File: config.mk
export PLATFORM = sky130hd
export DESIGN_NAME = uart_rx_fifo_flat
export DESIGN_NICKNAME = d
export VERILOG_FILES = /design/src/rtl/uart_rx_fifo_if.sv /design/src/rtl/uart_rx_fifo.sv /design/src/flat_wrapper.sv
export SDC_FILE = /design/constraint.sdc
export NUM_CORES = 1
export LEC_CHECK = 0
export BUFFER_PORTS_ARGS = -buffer_cell sky130_fd_sc_hd__buf_2
export CAP_MARGIN = 30
export CORE_ASPECT_RATIO = 0.75
export CORE_UTILIZATION = 67
export DETAILED_ROUTE_END_ITERATION = 16
export HOLD_SLACK_MARGIN = 0.06
export PLACE_DENSITY = 0.85
export SLEW_MARGIN = 20
export SYNTH_ARGS = -nofsm -noshare
export SYNTH_HDL_FRONTEND = slang
export SYNTH_SLANG_ARGS = --single-unit
File: constraint.sdc
create_clock -name CLK -period 8.3 [get_ports CLK]
set_input_delay 1.245 -clock CLK [delete_from_list [all_inputs] [get_ports CLK]]
set_output_delay 1.245 -clock CLK [all_outputs]
set_load 0.03 [all_outputs]
File: src/rtl/uart_rx_fifo_if.sv
// MMU-side bus of the UART receive FIFO: pop/clear strobes in, head byte and status out.
// Handshake: q is meaningful only while valid=1; one byte is consumed on every CLK edge
// where re=1 and valid=1. re while valid=0 is ignored. clrErr is a one-cycle clear strobe.
interface uart_rx_fifo_if #(
  parameter int DEPTH = 16
);
  localparam int CW = $clog2(DEPTH) + 1;

  logic          re;
  logic          clrErr;
  logic [7:0]    q;
  logic          valid;
  logic [CW-1:0] count;
  logic          overrun;
  logic          frameErr;

  modport master (
    output re, clrErr,
    input  q, valid, count, overrun, frameErr
  );

  modport slave (
    input  re, clrErr,
    output q, valid, count, overrun, frameErr
  );
endinterface

File: src/rtl/uart_rx_fifo.sv
// 8N1 serial receiver feeding a first-word-fall-through FIFO, with sticky overrun and
// framing-error flags. dbg_state exposes the receiver FSM: 0 IDLE, 1 START, 2 DATA, 3 STOP, 4 BREAK.
module uart_rx_fifo #(
  parameter int CLKS_PER_BIT = 434,
  parameter int DEPTH        = 16
) (
  input  logic           CLK,
  input  logic           RST,
  input  logic           rxPin,
  uart_rx_fifo_if.slave  bus,
  output logic [2:0]     dbg_state
);
  localparam int AW = $clog2(DEPTH);
  localparam int CW = AW + 1;
  localparam int TW = $clog2(CLKS_PER_BIT);
  localparam logic [TW-1:0] TICK_HALF = TW'(CLKS_PER_BIT / 2 - 1);
  localparam logic [TW-1:0] TICK_FULL = TW'(CLKS_PER_BIT - 1);

  typedef enum logic [2:0] {
    S_IDLE  = 3'd0,
    S_START = 3'd1,
    S_DATA  = 3'd2,
    S_STOP  = 3'd3,
    S_BREAK = 3'd4
  } state_t;

  // ---------------------------------------------------------------- synchronizer
  logic sync1;
  logic rxS;

  always_ff @(posedge CLK or negedge RST) begin
    if (!RST) begin
      sync1 <= 1'b1;
      rxS   <= 1'b1;
    end else begin
      sync1 <= rxPin;
      rxS   <= sync1;
    end
  end

  // ---------------------------------------------------------------- receiver FSM
  state_t        state;
  logic [TW-1:0] tick;
  logic [2:0]    bit_idx;
  logic [7:0]    shreg;
  logic          tick_zero;
  logic          push;
  logic          frame_bad;

  assign tick_zero = (tick == '0);
  // The stop-bit sample edge is also the FIFO write edge, so these decode the current state.
  assign push      = (state == S_STOP) && tick_zero && rxS;
  assign frame_bad = (state == S_STOP) && tick_zero && !rxS;

  always_ff @(posedge CLK or negedge RST) begin
    if (!RST) begin
      state   <= S_IDLE;
      tick    <= '0;
      bit_idx <= '0;
      shreg   <= '0;
    end else begin
      case (state)
        S_IDLE: begin
          if (!rxS) begin
            state <= S_START;
            tick  <= TICK_HALF;
          end
        end
        S_START: begin
          if (tick_zero) begin
            if (!rxS) begin
              state   <= S_DATA;
              bit_idx <= '0;
              tick    <= TICK_FULL;
            end else begin
              state <= S_IDLE;
              tick  <= '0;
            end
          end else begin
            tick <= tick - 1'b1;
          end
        end
        S_DATA: begin
          if (tick_zero) begin
            shreg <= {rxS, shreg[7:1]};
            tick  <= TICK_FULL;
            if (bit_idx == 3'd7) begin
              state <= S_STOP;
            end else begin
              bit_idx <= bit_idx + 3'd1;
            end
          end else begin
            tick <= tick - 1'b1;
          end
        end
        S_STOP: begin
          if (tick_zero) begin
            state <= rxS ? S_IDLE : S_BREAK;
            tick  <= '0;
          end else begin
            tick <= tick - 1'b1;
          end
        end
        S_BREAK: begin
          // A line held low after a bad stop bit must not look like a fresh start bit.
          if (rxS) begin
            state <= S_IDLE;
            tick  <= '0;
          end
        end
        default: begin
          state <= S_IDLE;
          tick  <= '0;
        end
      endcase
    end
  end

  assign dbg_state = state;

  // ---------------------------------------------------------------- FIFO
  logic [7:0]    mem [DEPTH];
  logic [AW-1:0] rd_ptr;
  logic [AW-1:0] wr_ptr;
  logic [CW-1:0] cnt;
  logic          pop;
  logic          full;
  logic          do_write;

  assign pop      = bus.re && (cnt != '0);
  assign full     = (cnt == CW'(DEPTH));
  // A pop in the same cycle frees the slot, so a push at full is still accepted.
  assign do_write = push && (!full || pop);

  always_ff @(posedge CLK or negedge RST) begin
    if (!RST) begin
      for (int i = 0; i < DEPTH; i++) begin
        mem[i] <= 8'h00;
      end
      rd_ptr <= '0;
      wr_ptr <= '0;
      cnt    <= '0;
    end else begin
      if (do_write) begin
        mem[wr_ptr] <= shreg;
        wr_ptr      <= wr_ptr + 1'b1;
      end
      if (pop) begin
        rd_ptr <= rd_ptr + 1'b1;
      end
      case ({do_write, pop})
        2'b10:   cnt <= cnt + 1'b1;
        2'b01:   cnt <= cnt - 1'b1;
        default: cnt <= cnt;
      endcase
    end
  end

  // ---------------------------------------------------------------- error flags
  logic overrun_r;
  logic frame_err_r;

  always_ff @(posedge CLK or negedge RST) begin
    if (!RST) begin
      overrun_r   <= 1'b0;
      frame_err_r <= 1'b0;
    end else begin
      if (push && full && !pop) begin
        overrun_r <= 1'b1;
      end else if (bus.clrErr) begin
        overrun_r <= 1'b0;
      end
      if (frame_bad) begin
        frame_err_r <= 1'b1;
      end else if (bus.clrErr) begin
        frame_err_r <= 1'b0;
      end
    end
  end

  assign bus.q        = mem[rd_ptr];
  assign bus.valid    = (cnt != '0);
  assign bus.count    = cnt;
  assign bus.overrun  = overrun_r;
  assign bus.frameErr = frame_err_r;
endmodule

File: src/flat_wrapper.sv
// flat-port wrapper written by rule: the top's interface ports become plain ports
module uart_rx_fifo_flat 
#(
  parameter int CLKS_PER_BIT = 434,
  parameter int DEPTH        = 16
)
  (CLK, RST, rxPin, dbg_state, bus_re, bus_clrErr, bus_q, bus_valid, bus_count, bus_overrun, bus_frameErr);
  uart_rx_fifo_if #(.DEPTH(DEPTH)) bus_i ();
  input  logic CLK;
  input  logic RST;
  input  logic rxPin;
  output logic [2:0] dbg_state;
  input wire logic [$bits(bus_i.re)-1:0] bus_re;
  input wire logic [$bits(bus_i.clrErr)-1:0] bus_clrErr;
  output wire logic [$bits(bus_i.q)-1:0] bus_q;
  output wire logic [$bits(bus_i.valid)-1:0] bus_valid;
  output wire logic [$bits(bus_i.count)-1:0] bus_count;
  output wire logic [$bits(bus_i.overrun)-1:0] bus_overrun;
  output wire logic [$bits(bus_i.frameErr)-1:0] bus_frameErr;
  assign bus_i.re = bus_re;
  assign bus_i.clrErr = bus_clrErr;
  assign bus_q = bus_i.q;
  assign bus_valid = bus_i.valid;
  assign bus_count = bus_i.count;
  assign bus_overrun = bus_i.overrun;
  assign bus_frameErr = bus_i.frameErr;
  uart_rx_fifo #(.CLKS_PER_BIT(CLKS_PER_BIT), .DEPTH(DEPTH)) u_core (.CLK(CLK), .RST(RST), .rxPin(rxPin), .bus(bus_i), .dbg_state(dbg_state));
endmodule
Yosys cells after proc, flatten, opt, wreduce, memory -nomap -nowiden:

Cells that the tools add are included.

* register bits: 168
* output and inout bits: 19

* add/subtract/negate cells: 6
* $lt $le $gt $ge: 3
* eq/ne operators: 16
* multiplexer cells: 31
* bitwise gates (word level): 2
* reductions and logical operators: 23

Operators by type and width (count)
* 128-bit bitwise mux: 1
* 9-bit two-way mux: 6
* 9-bit one-hot mux with 5 select lines: 1
* 3-bit two-way mux: 11
* 8-bit binary-select mux with 4-bit select: 1
* 8-bit demux with 4-bit select: 1
* 8-bit two-way mux: 3
* 3-bit one-hot mux with 5 select lines: 1
* 5-bit greater-or-equal comparator, second input constant: 2
* 2-bit by 1-bit != test with 1-bit output, second input constant: 5
* 4-bit NOT with 5-bit output: 2
* 5-bit one-hot mux with 2 select lines: 1
* 9-bit logical NOT: 1
* 9-bit by 1-bit subtractor with 9-bit output, second input constant: 1
* 4-bit by 1-bit adder with 4-bit output, second input constant: 2
* 1-bit logical AND: 8
* 2-bit nonzero test: 4
* 3-bit by 2-bit equality test with 1-bit output, second input constant: 2
* 3-bit equality test, second input constant: 2
* 2-bit != test, second input constant: 3
* 3-bit one-hot mux with 2 select lines: 1
* 6-bit AND reduction: 1
* 5-bit by 1-bit adder with 5-bit output, second input constant: 1
* 5-bit equality test, second input constant: 1
* 14 further kinds: 19

Depth between registers and ports, before layout:

Gate-level depths: netlist of the first run.

* depth in word-level cells: 6
* gate-level depth with buffers: 13
* depth with buffers taken out: 12

Worst setup path before layout of the first run:

Ideal clock, no wire load.

* path kind: reg-to-output
* start point: register u_core.rd_ptr[0]
* end point: output port bus_q[0]
* arrival time: 2068 ps
* data required time: 7055 ps
* slack: 4987 ps
* cell stages (with the launch flop): 5
* path buffers: 2
* cells stage by stage: dfrtp_1 clkbuf_1 buf_2 mux4_2 mux4_2

* word-level cells in the longest chain between the ends: 4

Ends and longest elaborated chain
* start, declared: RTL line uart_rx_fifo.sv:123 `logic [AW-1:0] rd_ptr;`
* start signal, assigned: RTL line uart_rx_fifo.sv:149 `rd_ptr <= rd_ptr + 1'b1;`
* 4-bit NOT with 5-bit output (not written as such): RTL line uart_rx_fifo.sv:181 `assign bus.q = mem[rd_ptr];`
* 8-bit binary-select mux with 4-bit select: RTL line uart_rx_fifo.sv:181
* 8-bit two-way mux (not written as such) (2 in a row): RTL line uart_rx_fifo.sv:181
* end, declared: RTL line flat_wrapper.sv:15 `output wire logic [$bits(bus_i.q)-1:0] bus_q;`

Every way passes these cells. The select of a mux whose other input is x is not followed.

Worst setup path in the final report of the first run:

* start point: register u_core.rd_ptr[0]
* end point: output port bus_q[3]

The elaborated chain is that of the path after synthesis.

==> results.cfg, run 1 <==
[status]
outcome = finished clean

[routing]
drc = 0
vias = 4789
postRouteAntennaNets = 0
dr.pass1.iters = 5
vias_per_cell = 6.480
wl_per_cell_um = 23.19
drtIter0Drc = 370
wirelength_mm = 17.14

[logic_synthesis]
yosys_warnings = 0
synth_area_leaders = dfrtp_1 51%, mux2_2 19%, mux4_2 11%
syn_area_mm2 = 0.008145
synth_top_area_share_pct = 51.00
synth_cells = 550
ys_top_cells_by_count = 166 x dfrtp_1, 139 x mux2_2, 40 x mux4_2
synth_ff_type = dfrtp_1
synthArstFlopShare_pct = 100.0
synthesis.nets = 567
synth_seq_area_share_pct = 51.64
postSynthAreaPerCell_um2 = 14.81
yosys.area.top_type = dfrtp_1
synth_most_common_cell = dfrtp_1
ys_ff_latch = 168
synth.distinct_cells = 56
synth-edff-count = 0

[critical_path]
cp.required_ns = 7.05
worstSetupEndpointType = primary output
start_kind = register
critPathKind = reg2out
worstPathMaxFanout = 28
worstPathArrival_ns = 2.77

[power_and_ir_drop]
vdd.ir_drop.worst_v = 0.0001670
finalPower_mw = 2.015
power_density_mw_per_mm2 = 223.9
leakagePower_nw = 4.364

[worst_hold_path]
min_path_type = reg2reg

[grt]
antenna_found_initial = 0
grt_max_degree = 81
grt_first_pass_wirelength_mm = 27.39
grt_use_total_pct = 29.84
grt_remaining_overflow = 0
grt_pass1_vias = 4931

[cts]
root_buffer = clkbuf_16
ctsResizeCount = 0
clk_latency_ns = 0.42
postCtsHoldBufs = 0
numClockSinks = 168
post_cts_buffers = 0
clk_pin_slew_ns = 0.07
clock_path_buffers = 2
h-tree-depth = 4
cts_tree = built
cts_inserted_buffers = 17

[sta]
fmax_mhz = 249.2
tns_ns = 0
finalSetupViolCount = 0
final_hold_viol_count = 0
period_needed_ns = 4.014
rsz0062_at_grt = false
min_period_over_period_pct = 48.36
worst_pin_slew_ns = 0.7437
timing.final.ws_setup_ns = 4.286
maxSlewViolCount = 0
fin_skew_ns = 0.01613
slew_headroom_pct = 50.42

[place]
dpl_cell_area_mm2 = 0.008388
place_congestion = 0.8872
pre_cts_ws_ns = 4.710
place_hpwl_mm = 10.64
io_buffers = 23

[final_layout]
area_growth_pct = 10.49
n_fill_cell = 669
diodes = 0
layout-drive-gt1-share_pct = 45.58
fin_area_mm2 = 0.009000
fin_nets = 581

[floorplan]
rows = 34
coreArea_mm2 = 0.01170
ioPinCount = 24
die-area_mm2 = 0.01261
start_util_pct = 69.63
die_y_um = 97.49
fp.dieW_um = 129.3

[run]
maxCapViolations = 0
[stage by stage]
step                      cells  hold WS (ns)  utilization, %
after floorplan             550        0.3452               -
after global placement      706        0.3481           71.47
after global routing        739        0.3654           76.93
after detailed placement    707        0.3497           71.70
after CTS                   739        0.3595           76.93
final                       739        0.3589           76.93
[per-layer routing]
metal,up-vias,routed length (um),global-route usage [%]
met5,-,0,0
met3,24,1021,6.057
met2,155,8241,45.33
met4,0,270,8.959
li1,2104,-,-
met1,2506,7602,43.90
[power by group]
group          switching, mW  internal [mW]
Sequential            0.0619          0.843
Clock                  0.327          0.486
Combinational          0.167          0.130
[final timing paths]
| check | start | end | slack, ns | cells after the start |
|---|---|---|---|---|
| min in group asynchronous | RST | u_core.bus.count[3] | 0.82 | 1 |
| max in group asynchronous | RST | u_core.mem[77] | 6.13 | 3 |
| worst max-delay path | u_core.rd_ptr[0] | bus_q[3] | 4.29 | 4 |
| worst min register to register | u_core.sync1 | u_core.rxS | 0.36 | 0 |
| worst max register to register | u_core.bus.count[1] | u_core.bus.count[4] | 5.29 | 11 |
| worst min-delay path | u_core.sync1 | u_core.rxS | 0.36 | 0 |
[final cells by class]
type                    count  area, um2  area share [%]
flip-flops and latches    168       4208           46.75
multi-input cells         334       3739           41.54
clock buffers              20      446.7           4.963
well taps                 162      202.7           2.252
repair buffers             29      186.4           2.071
clock inverters            12      165.2           1.835
inverters                  14      52.55          0.5839
[worst max-delay path, cell delays in order, from the launching register on]
cell     delay, ns
dfrtp_2       0.50
buf_4         0.52
mux4_2        0.58
mux4_2        0.52
buf_2         0.20
[cells in the final DEF (no fill, tap or decap), types with 10 or more instances in the layout]
master and n:
mux2_2 139, ha_1 12, buf_2 22, nor2_1 12
mux4_2 40, clkbuf_16 17, inv_1 14, nand2_1 12
a21oi_1 10, dfrtp_1 165
[sequential cells by signal (all words and copies together) (netlist names), 3 cells and up]
signal	flops
u_core.mem	128
u_core.tick	9
u_core.shreg	8
u_core.bus.count	5
u_core.rd_ptr	4
u_core.wr_ptr	4
u_core.bit_idx	3
u_core.dbg_state	3
[kinds of logic after synthesis]
kind of cell / count (synthesis) / share of synthesized area [%]
xor+xnor: 14 / 1.505
simple gates: 82 / 7.895
mux: 184 / 30.91
buf+inv: 48 / 2.565
fa+ha+maj: 13 / 1.966
compound gates: 41 / 3.518
flops: 168 / 51.64
Power figures use the tool's default switching activity.
==> run 2, diff against run 1 <==
--- a/config.mk
+++ b/config.mk
@@ -8,10 +8,10 @@
 export BUFFER_PORTS_ARGS = -buffer_cell sky130_fd_sc_hd__buf_2
 export CAP_MARGIN = 30
 export CORE_ASPECT_RATIO = 0.75
-export CORE_UTILIZATION = 67
+export CORE_UTILIZATION = 62
 export DETAILED_ROUTE_END_ITERATION = 16
 export HOLD_SLACK_MARGIN = 0.06
-export PLACE_DENSITY = 0.85
+export PLACE_DENSITY = 0.79
 export SLEW_MARGIN = 20
 export SYNTH_ARGS = -nofsm -noshare
 export SYNTH_HDL_FRONTEND = slang
==> constraint.sdc (replaced) <==
create_clock -name CLK -period 4 [get_ports CLK]
set_input_delay 0.6 -clock CLK [delete_from_list [all_inputs] [get_ports CLK]]
set_output_delay 0.6 -clock CLK [all_outputs]
set_load 0.03 [all_outputs]
==> results.cfg, run 2 (synthesis results as in run 1) <==
[routing]
drtIter0Drc = 334
drc = 0
wl_per_cell_um = 23.18
dr.pass1.iters = 5
vias = 4770
vias_per_cell = 6.403
postRouteAntennaNets = 0
wirelength_mm = 17.27

[final_layout]
largest_registers = u_core.mem (128), u_core.tick (9), u_core.shreg (8)
regArea_mm2 = 0.004208
layout-drive-gt1-share_pct = 45.94
top_register = u_core.mem
n_fill_cell = 844
area_growth_pct = 10.71
fin_nets = 583
mostFrequentLayoutCells = 165 x dfrtp_1, 139 x mux2_2, 40 x mux4_2
fin_util_pct = 72.00
largest_reg_flops = 128
final_common_cell = dfrtp_1
diodes = 0
multi_input_area_mm2 = 0.003739

[grt]
grt_first_pass_wirelength_mm = 27.79
antenna_found_initial = 0
grt_use_total_pct = 28.36
grt_pass1_vias = 4857
grt_remaining_overflow = 0
grt_max_degree = 91

[power_and_ir_drop]
leakagePower_nw = 4.393
power_density_mw_per_mm2 = 467.7
vdd.ir_drop.worst_v = 0.0002996

[sta]
fmax_mhz = 291.3
fin_skew_ns = 0.01025
rsz0062_at_grt = false
min_period_over_period_pct = 85.82
final_hold_viol_count = 0
tns_ns = 0
slew_headroom_pct = 44.66
finalSetupViolCount = 0
period_needed_ns = 3.433
timing.final.ws_setup_ns = 0.5672
maxSlewViolCount = 0
worst_pin_slew_ns = 0.8301

[floorplan]
die-area_mm2 = 0.01361
coreArea_mm2 = 0.01252
fp.dieW_um = 134.4
die_y_um = 101.3
ioPinCount = 24
start_util_pct = 65.03
rows = 35

[critical_path]
worstSetupEndpointType = primary output
cp_cell_sequence = buf_4 > mux4_2 > mux4_2 > buf_2
slowest_stage = dfrtp_2
cp.required_ns = 3.40
start_kind = register
worstPathMaxFanout = 22
cp_common_cell = mux4_2
worst-path-buf-inv = 2
critical-path-top-delay-family = multiplexers
worstPathArrival_ns = 2.83
rrSetupSlack_ns = 1.01
critPathMaxStageDelay_ns = 0.82
critPathKind = reg2out

[cts]
root_buffer = clkbuf_16
clock_path_buffers = 2
post_cts_buffers = 0
h-tree-depth = 4
clk_latency_ns = 0.43
ctsResizeCount = 0
postCtsHoldBufs = 0
numClockSinks = 168
cts_inserted_buffers = 17
cts_tree = built
clk_pin_slew_ns = 0.06

[status]
outcome = finished clean

[place]
place_congestion = 0.8741
place_hpwl_mm = 10.78
io_buffers = 23
pre_cts_ws_ns = 0.9586

[run]
maxCapViolations = 0

[worst_hold_path]
min_path_type = in2async
## run 2: cell types whose count changed in the layout (fill, tap and decap cells not counted), sizes merged
cell and delta:
buf +2, inv +3, clkinvlp -4, clkinv +1
## run 2: worst paths after layout
kind | from | to | depth (start not counted)
max | u_core.rd_ptr[0] | bus_q[4] | 4
min in group CLK | rxPin | u_core.sync1 | 1
min | RST | u_core.bus.count[2] | 1
max reg2reg | u_core.bus.count[1] | u_core.bus.count[4] | 11
min reg2reg | u_core.sync1 | u_core.rxS | 0
max in group asynchronous | RST | u_core.mem[123] | 2
## run 2: worst reg2reg max path: stages, from the launching register on
cell and delay [ns]:
dfrtp_1 0.47, nor4_1 0.46, nand3b_1 0.14, buf_4 0.28, nand3_1 0.24, ha_1 0.37, xor2_1 0.19, ha_1 0.21
and3b_1 0.16, o21ai_0 0.08, a21oi_1 0.19, xnor2_1 0.13
## run 2: cell type report
type / count / area share, %
tap: 166 / 2.303
clock buffer: 20 / 5.065
multi-input combinational: 334 / 41.46
inverter: 14 / 0.5828
sequential: 168 / 46.66
clock inverter: 12 / 1.776
timing repair buffer: 31 / 2.151
## run 2: stage by stage
stage / instances / hold WS [ns] / power, mW / cell area [um2]
after floorplan: 550 / 0.3044 / 2.354 / 8145
after global placement: 712 / 0.3478 / 2.516 / 8393
after detailed placement: 712 / 0.3487 / 2.543 / 8393
after CTS: 744 / 0.2514 / 4.252 / 9010
after global routing: 745 / 0.2496 / 4.375 / 9017
final: 745 / 0.2251 / 4.217 / 9017
## run 2: routing by layer
metal | track usage [%] | wire length [um] | part of all wire (%) | vias to the layer above
met3 | 7.608 | 886 | 5.1 | 20
met5 | 0 | 0 | 0 | -
met1 | 40.83 | 7936 | 46 | 2503
li1 | - | - | - | 2119
met2 | 43.08 | 8216 | 48 | 128
met4 | 8.211 | 229 | 1.3 | 0
## run 2: where the power goes
| part | leakage, nW | internal [mW] | switching, mW |
|---|---|---|---|
| Sequential | 2.30 | 1.75 | 0.201 |
| Clock | 0.303 | 1.03 | 0.690 |
| Combinational | 1.79 | 0.274 | 0.279 |
| Total | 4.39 | 3.05 | 1.17 |
==> run 3, diff against run 2 <==
--- a/config.mk
+++ b/config.mk
@@ -5,13 +5,14 @@
 export SDC_FILE = /design/constraint.sdc
 export NUM_CORES = 1
 export LEC_CHECK = 0
+export ABC_AREA = 1
 export BUFFER_PORTS_ARGS = -buffer_cell sky130_fd_sc_hd__buf_2
 export CAP_MARGIN = 30
 export CORE_ASPECT_RATIO = 0.75
-export CORE_UTILIZATION = 62
+export CORE_UTILIZATION = 63
 export DETAILED_ROUTE_END_ITERATION = 16
 export HOLD_SLACK_MARGIN = 0.06
-export PLACE_DENSITY = 0.79
+export PLACE_DENSITY = 0.8
 export SLEW_MARGIN = 20
 export SYNTH_ARGS = -nofsm -noshare
 export SYNTH_HDL_FRONTEND = slang
==> results.cfg, run 3 <==
[final_layout]
fin_util_pct = 69.90
layout-drive-gt1-share_pct = 8.795
final_common_cell = nand2_1
largest_registers = u_core.mem (128), u_core.tick (9), u_core.shreg (8)
fin_area_mm2 = 0.009708
layoutNonFillerInstCount = 1312
diodes = 0
area_growth_pct = 7.183
n_fill_cell = 1087
mostFrequentLayoutCells = 361 x nand2_1, 165 x dfrtp_1, 138 x nand4_1
top_register = u_core.mem
fin_nets = 1141
largest_reg_flops = 128

[place]
io_buffers = 23
dpl_cell_area_mm2 = 0.009104
place_congestion = 0.9024
placed_cells = 1280
place_hpwl_mm = 15.87

[critical_path]
critPathKind = reg2out
slowest_stage = buf_4
rrSetupSlack_ns = 1.30
worstPathArrival_ns = 2.49
cp.required_ns = 3.40
worstSetupEndpointType = primary output
reg2reg_to = u_core.mem[96]
worstPathMaxFanout = 82
critical-path-top-delay-family = buffers and inverters
worst-path-buf-inv = 2
worstRegToRegCells = 9
cp_cell_sequence = buf_4 > o21ai_0 > o211ai_1 > nand3_1 > nand2_1 > buf_2
crit-reg2reg-launch = u_core.tick[0]
critPathMaxStageDelay_ns = 0.64
start_kind = register

[logic_synthesis]
yosys.area.top_type = dfrtp_1
synth_area_leaders = dfrtp_1 46%, nand2_1 15%, nand4_1 9.5%
synth_cells = 1143
yosys_warnings = 0
synth-compound-area-share_pct = 8.261
synth_most_common_cell = nand2_1
postSynthAreaPerCell_um2 = 7.924
synth_top_family_by_area = simple AND/OR/NAND/NOR gates
synthesis.nets = 1160
synthArstFlopShare_pct = 100.0
synth_top_area_share_pct = 45.86
synth-simple-area-share_pct = 35.38
synth_ff_type = dfrtp_1
synth_xor_area_share_pct = 0.8703
syn_area_mm2 = 0.009057
synth_seq_area_share_pct = 46.44
ys_ff_latch = 168
synth.distinct_cells = 34
ys_top_cells_by_count = 361 x nand2_1, 166 x dfrtp_1, 138 x nand4_1
synth-edff-count = 0
muxShareOfSynthArea_pct = 0
synthAdderAreaFrac_pct = 1.658

[sta]
rsz0062_at_grt = false
fmax_mhz = 323.3
timing.hold.ws_ns = 0.2167
tns_ns = 0
period_needed_ns = 3.093
fin_skew_ns = 0.009381
worst_pin_slew_ns = 1.036
finalSetupViolCount = 0
final_hold_viol_count = 0
slew_headroom_pct = 30.96
min_period_over_period_pct = 77.33
maxSlewViolCount = 0

[grt]
grt_remaining_overflow = 0
grt_max_degree = 150
grt_first_pass_wirelength_mm = 41.07
grt_pass1_vias = 7593
antenna_found_initial = 0
grt_use_total_pct = 36.49

[floorplan]
coreArea_mm2 = 0.01389
die-area_mm2 = 0.01487
start_util_pct = 65.22
die_y_um = 105.8
ioPinCount = 24
rows = 37
fp.dieW_um = 140.5

[worst_hold_path]
min_path_type = in2async

[routing]
vias = 8258
postRouteAntennaNets = 0
vias_per_cell = 6.294
wirelength_mm = 25.43
drtIter0Drc = 1085
wl_per_cell_um = 19.38
drc = 0
dr.pass1.iters = 5

[run]
maxCapViolations = 0

[power_and_ir_drop]
power_density_mw_per_mm2 = 543.0
leakagePower_nw = 4.931
vdd.ir_drop.worst_v = 0.0003717

[cts]
clk_pin_slew_ns = 0.07
cts_tree = built
clock_path_buffers = 2
ctsResizeCount = 0
root_buffer = clkbuf_16
numClockSinks = 168
postCtsHoldBufs = 0
post_cts_buffers = 0
clk_latency_ns = 0.45
h-tree-depth = 4
cts_inserted_buffers = 17

[status]
outcome = finished clean
-- run 3: layout make-up --
cell class	instances	area [um2]	area share (%)
flip-flops and latches	168	4208	43.34
multi-input cells	835	4182	43.07
clock buffers	18	439.2	4.524
repair buffers	37	251.5	2.591
inverters	65	244.0	2.513
well taps	175	219.0	2.255
clock inverters	14	165.2	1.701
-- run 3: report_power, final --
part | switching (mW) | internal [mW] | total (mW)
clock network | 0.753 | 0.953 | 1.71
logic | 1.22 | 0.512 | 1.73
registers | 0.0833 | 1.75 | 1.83
total | 2.06 | 3.21 | 5.27
-- run 3: worst max-delay path by stage --
| stage | startpoint | end | slack [ns] | cells after the start |
|---|---|---|---|---|
| floorplan | u_core.bus.count[0] | u_core.bus.count[4] | 1.49 | 18 |
| global placement | u_core.tick[0] | u_core.mem[63] | 1.42 | 9 |
| detailed placement | u_core.tick[0] | u_core.bus.count[4] | 1.41 | 19 |
| CTS | u_core.rd_ptr[2] | bus_q[5] | 1.0 | 5 |
| global route | u_core.rd_ptr[2] | bus_q[3] | 0.79 | 5 |
| finish | u_core.rd_ptr[0] | bus_q[2] | 0.91 | 6 |
-- run 3: per-stage QoR --
stage / power, mW / setup slack [ns]
6_report: 5.271 / 0.9070
2_1_floorplan: 3.068 / 1.485
3_3_place_gp: 3.547 / 1.425
3_5_place_dp: 3.549 / 1.408
4_1_cts: 5.233 / 0.9963
5_1_grt: 5.513 / 0.7865
-- run 3: worst register-to-register path: cells and delay by family (launching register included) --
kind          cells  cell delay (ns)
fa+ha+maj         1             0.18
flops             1             0.39
simple gates      7             1.89
buf+inv           1             0.12
-- run 3: per-layer routing --
metal,GRT usage [%],vias up,wire (um)
li1,-,3831,-
met1,53.72,3928,10950
met2,51.29,444,10770
met3,11.36,55,3164
met4,11.41,0,535
met5,0,-,0
-- run 3: cell families (layout without fill, tap and decap cells) --
family / Yosys count / count (layout)
AO/OA/AOI/OAI: 135 / 135
buffers and inverters: 140 / 134
adder cells (fa/ha/maj): 12 / 12
flip-flops: 168 / 168
AND/OR/NAND/NOR: 679 / 679
XOR/XNOR: 9 / 9
